`config.mk`:
```
export PLATFORM = sky130hd
export DESIGN_NAME = tt3_sweep_char
export DESIGN_NICKNAME = d
export VERILOG_FILES = /design/src/rtl/tt3_sweep_char.sv
export SDC_FILE = /design/constraint.sdc
export NUM_CORES = 1
export LEC_CHECK = 0
export ABC_AREA = 1
export CAP_MARGIN = 20
export CORE_MARGIN = 3
export CORE_UTILIZATION = 51
export DETAILED_ROUTE_END_ITERATION = 8
export GPL_TIMING_DRIVEN = 0
export PLACE_DENSITY_LB_ADDON = 0.15
export REMOVE_ABC_BUFFERS = 1
export SETUP_SLACK_MARGIN = 0.4
export SYNTH_ARGS = -nofsm -noshare
export SYNTH_HDL_FRONTEND = slang
export SYNTH_SLANG_ARGS = --single-unit
export TNS_END_PERCENT = 20
```
`constraint.sdc`:
```
create_clock -name clk -period 1.3 [get_ports clk]
set_input_delay 0.39 -clock clk [delete_from_list [all_inputs] [get_ports clk]]
set_output_delay 0.39 -clock clk [all_outputs]
set_load 0.03 [all_outputs]
```
`src/rtl/tt3_sweep_char.sv`:
```
// tt3_sweep_char: truth-table characterizer for 3-input logic stages.
// Walks {in1,in2,in3} through 000..111, holds each vector for SETTLE_CYCLES,
// captures the synchronized gate output into an 8-bit code (bit 7 = row 000)
// and compares the finished code against EXPECTED.
//
// The settle counter runs 0..SETTLE_CYCLES-1 within each vector.
// Phase SETTLE_CYCLES-2 is the capture edge, one cycle before the vector
// changes. At that point the synchronizer has had two cycles to carry the
// current vector's response. Phase SETTLE_CYCLES-1 advances to the next vector.
// The last vector finishes on its capture edge, so done appears one cycle
// before a ninth vector would have started.
module tt3_sweep_char #(
  parameter int unsigned SETTLE_CYCLES = 4,
  parameter logic [7:0]  EXPECTED      = 8'hC4
) (
  input  logic       clk,
  input  logic       reset,
  input  logic       start,
  input  logic       abort,
  input  logic       dut_out,
  output logic       in1,
  output logic       in2,
  output logic       in3,
  output logic       busy,
  output logic       done,
  output logic       aborted,
  output logic [7:0] truth_table,
  output logic       match
);

  typedef enum logic [0:0] {
    IDLE   = 1'b0,
    SETTLE = 1'b1
  } state_t;

  localparam logic [15:0] CAPTURE_PHASE = 16'(SETTLE_CYCLES - 2);
  localparam logic [15:0] LAST_PHASE    = 16'(SETTLE_CYCLES - 1);

  state_t      state;
  logic [2:0]  idx;
  logic [15:0] settle_cnt;
  logic [2:0]  vec;
  logic        sync_q1;
  logic        s_out;
  logic [7:0]  tt_next;

  assign in1 = vec[2];
  assign in2 = vec[1];
  assign in3 = vec[0];

  // Two-flop synchronizer for the asynchronous gate output, running in every state
  always_ff @(posedge clk or posedge reset) begin
    if (reset) begin
      sync_q1 <= 1'b0;
      s_out   <= 1'b0;
    end else begin
      sync_q1 <= dut_out;
      s_out   <= sync_q1;
    end
  end

  // Word as it will look once the current vector's bit has been written
  always_comb begin
    tt_next = truth_table;
    tt_next[3'd7 - idx] = s_out;
  end

  // Sweep sequencer: vector stepping, capture, completion and abort handling
  always_ff @(posedge clk or posedge reset) begin
    if (reset) begin
      state       <= IDLE;
      idx         <= 3'd0;
      settle_cnt  <= 16'd0;
      vec         <= 3'b000;
      busy        <= 1'b0;
      done        <= 1'b0;
      aborted     <= 1'b0;
      truth_table <= 8'h00;
      match       <= 1'b0;
    end else begin
      done    <= 1'b0;
      aborted <= 1'b0;
      case (state)
        IDLE: begin
          if (start && !abort) begin
            idx         <= 3'd0;
            settle_cnt  <= 16'd0;
            vec         <= 3'b000;
            truth_table <= 8'h00;
            match       <= 1'b0;
            busy        <= 1'b1;
            state       <= SETTLE;
          end
        end
        SETTLE: begin
          if (abort) begin
            aborted    <= 1'b1;
            busy       <= 1'b0;
            vec        <= 3'b000;
            idx        <= 3'd0;
            settle_cnt <= 16'd0;
            state      <= IDLE;
          end else if (settle_cnt == CAPTURE_PHASE) begin
            truth_table <= tt_next;
            if (idx == 3'd7) begin
              done       <= 1'b1;
              match      <= (tt_next == EXPECTED);
              busy       <= 1'b0;
              vec        <= 3'b000;
              idx        <= 3'd0;
              settle_cnt <= 16'd0;
              state      <= IDLE;
            end else begin
              settle_cnt <= settle_cnt + 16'd1;
            end
          end else if (settle_cnt == LAST_PHASE) begin
            settle_cnt <= 16'd0;
            idx        <= idx + 3'd1;
            vec        <= idx + 3'd1;
          end else begin
            settle_cnt <= settle_cnt + 16'd1;
          end
        end
        default: state <= IDLE;
      endcase
    end
  end

endmodule
```
==> impl_metrics.ini <==
[finish]
fin_util = 0.7648
drive_above_1_share = 0.3769
multi_input_area_um2 = 1289
fill_cells = 245
seqCellArea_um2 = 858.3
antennaDiodeCount = 0
area_growth_pct = 40.46
nets = 330

[synthesis]
synth_area_um2 = 2053
synth-seq-cells = 34
async_flop_share = 1.000
syn_inst = 268
synth_edf_count = 0
ys_seq_area_frac = 0.4144
yosysWarnings = 0
yosysUniqueCellTypes = 27
ys.flop_type = dfrtp_1
syn_area_per_cell_um2 = 7.661

[global_routing]
grt_start_max_net_pins = 19
antenna_found_initial = 0
grt_first_pass_wirelength_um = 9280
grt_pass1_vias = 1919
gr-total-overflow = 0
grt_usage = 0.2404

[routing]
dr.pass1.iters = 5
wl_per_cell_um = 15.25
drc = 0
vias = 2112
viasPerCell = 5.724
ant_nets = 0
wl_um = 5627
drt_iter0_markers = 220

[outcome]
status = finished with violations
violations = negative setup slack

[worst_hold_path]
hold_path_class = input port to asynchronous set/reset pin

[sta]
fin_skew_ns = 0.009107
worst_pin_slew_ns = 0.4775
maxSlewViolCount = 0
period_needed_ns = 1.518
fmax_mhz = 658.7
worst_slack_ns = -0.2181
fin_crit_sh = 1.168
grt_setup_unrepaired = true
final_hold_viol_count = 0
relSlewSlack = 0.6810
setup_violations = 42
tns_ns = -4.959

[clock_network]
cts.clk_slew.worst_paths_ns = 0.08
cts.sinks = 34
clock_latency_ns = 0.29
cts_tree = done
cts-root-buf = clkbuf_8
htreeDepth = 2
cts_buffer_depth = 2
cts_buffers = 5

[placed_design]
gp_congestion = 0.9129
place_hpwl_um = 2989
pre_cts_ws_ns = -0.8182
portBuffers = 19

[setup_path]
cp-start-kind = register
reg2reg_slack_ns = -0.22
r2r-end = truth_table[5]
crit_arrival_ns = 1.69
path_max_fanout = 8
cp.required_ns = 1.48
rr_worst_depth = 9
worstSetupPathType = register to register
critPathCaptureType = register
r2r-start = settle_cnt[0]

[floorplanning]
die_x_um = 69.45
ios = 20
coreArea_um2 = 3771
die_area_um2 = 4823
num_rows = 22
initial_core_util = 0.5445
die_h_um = 69.45

[power]
peakVddDrop_v = 0.0006593
p_per_area_nw_per_um2 = 924.3
p_leak_uw = 0.001287

[job]
drv_cap = 0
==> Yosys cell counts (4+ instances only) <==
| library cell | instances | area (um2) |
|---|---|---|
| nand2_1 | 79 | 296.5 |
| dfrtp_1 | 34 | 850.8 |
| nor2_1 | 26 | 97.59 |
| inv_1 | 25 | 93.84 |
| nand3_1 | 23 | 115.1 |
| nand4_1 | 16 | 100.1 |
| o21ai_0 | 10 | 50.05 |
| a21oi_1 | 9 | 45.04 |
| o21ai_2 | 8 | 70.07 |
| xor2_1 | 7 | 61.31 |
| ha_1 | 5 | 62.56 |
| buf_2 | 4 | 20.02 |
==> cell type report <==
cell class                 count  area share
sequential                    34      0.2976
tap                           48     0.02082
clock inverter                 1    0.001735
inverter                      25     0.03644
clock buffer                   7     0.02993
multi-input combinational    203      0.4469
timing repair buffer          51      0.1666
==> power by group <==
group | switching, uW | internal [uW]
sequential | 54.2 | 1100
clock | 397 | 427
combinational | 428 | 256
==> worst max-delay path by stage <==
stage	cells after the start	slack, ns	start	end
final	9	-0.22	settle_cnt[0]	truth_table[5]
after global routing	8	-0.30	settle_cnt[8]	truth_table[4]
after CTS	1	-0.16	truth_table[7]	truth_table[7]
after detailed placement	8	-0.82	abort	settle_cnt[7]
after global placement	8	-0.83	abort	settle_cnt[7]
after floorplan	7	-0.39	vec[0]	vec[2]
==> layer usage <==
metal | vias up | track usage | share of wire
li1 | 988 | - | -
met1 | 1006 | 0.3244 | 0.42
met2 | 101 | 0.3941 | 0.48
met3 | 17 | 0.05217 | 0.089
met4 | 0 | 0.05640 | 0.018
met5 | - | 0 | 0
==> registers in the layout, summed over array words and instances, names as in the netlist <==
register	count
sync_q1	1
match	1
s_out	1
settle_cnt	16
aborted	1
done	1
busy	1
truth_table	8
vec	3
state	1
==> placed cells by master, fill, tap and decap left out, types with 3 or more instances in the layout <==
cell,synthesis,final
clkinvlp_4,0,3
nand3_2,3,4
dfrtp_1,34,28
a21oi_2,0,6
o21ai_2,8,10
buf_4,2,27
nand2_2,3,8
a21oi_1,9,3
nor2_4,2,6
clkdlybuf4s15_2,0,11
nor2_1,26,20
buf_6,2,8
inv_2,0,4
nand2_1,79,70
nand3_1,23,19
nor2_2,1,3
nand4_1,16,16
clkbuf_8,0,6
o21ai_0,10,6
dfrtp_2,0,6
inv_1,25,18
nand3_4,1,6
xor2_1,7,7
nand2_4,1,5
dlygate4sd2_1,0,3
==> critical path: stages (launching register included) <==
cell and delay (ns):
dfrtp_1 0.42, inv_2 0.10, ha_4 0.14, nand2_4 0.07, nor2_4 0.15, nand2_2 0.11
nand2_4 0.11, nand3_4 0.14, nand2_1 0.11, o21ai_2 0.05
==> through the flow <==
stage	total power (uW)	instance area [um2]	std cells	hold slack (ns)
global placement	1604	2242	326	0.3345
global route	2788	2884	369	0.2942
detailed placement	1618	2270	327	0.3413
finish	2666	2884	369	0.2667
CTS	2617	2753	360	0.2791
floorplan	1467	1992	259	0.3312
==> repair_timing <==
| action | in CTS | in global routing |
|---|---|---|
| gates cloned | 3 | 0 |
| buffers inserted | 22 | 9 |
| setup endpoints to repair | 81 | 47 |
| pin swaps | 10 | 4 |
| hold buffers | 0 | 0 |
| resized for setup | 106 | 28 |
==> cells by family (layout without fill, tap and decap cells) <==
| logic type | Yosys count | after routing | synth area share |
|---|---|---|---|
| buf+inv | 34 | 84 | 0.07556 |
| flops | 34 | 34 | 0.4144 |
| xor+xnor | 8 | 8 | 0.03413 |
| fa+ha+maj | 5 | 5 | 0.03047 |
| compound gates | 30 | 30 | 0.09080 |
| simple gates | 157 | 160 | 0.3547 |
Note: power is estimated with default switching activity, not from simulation.
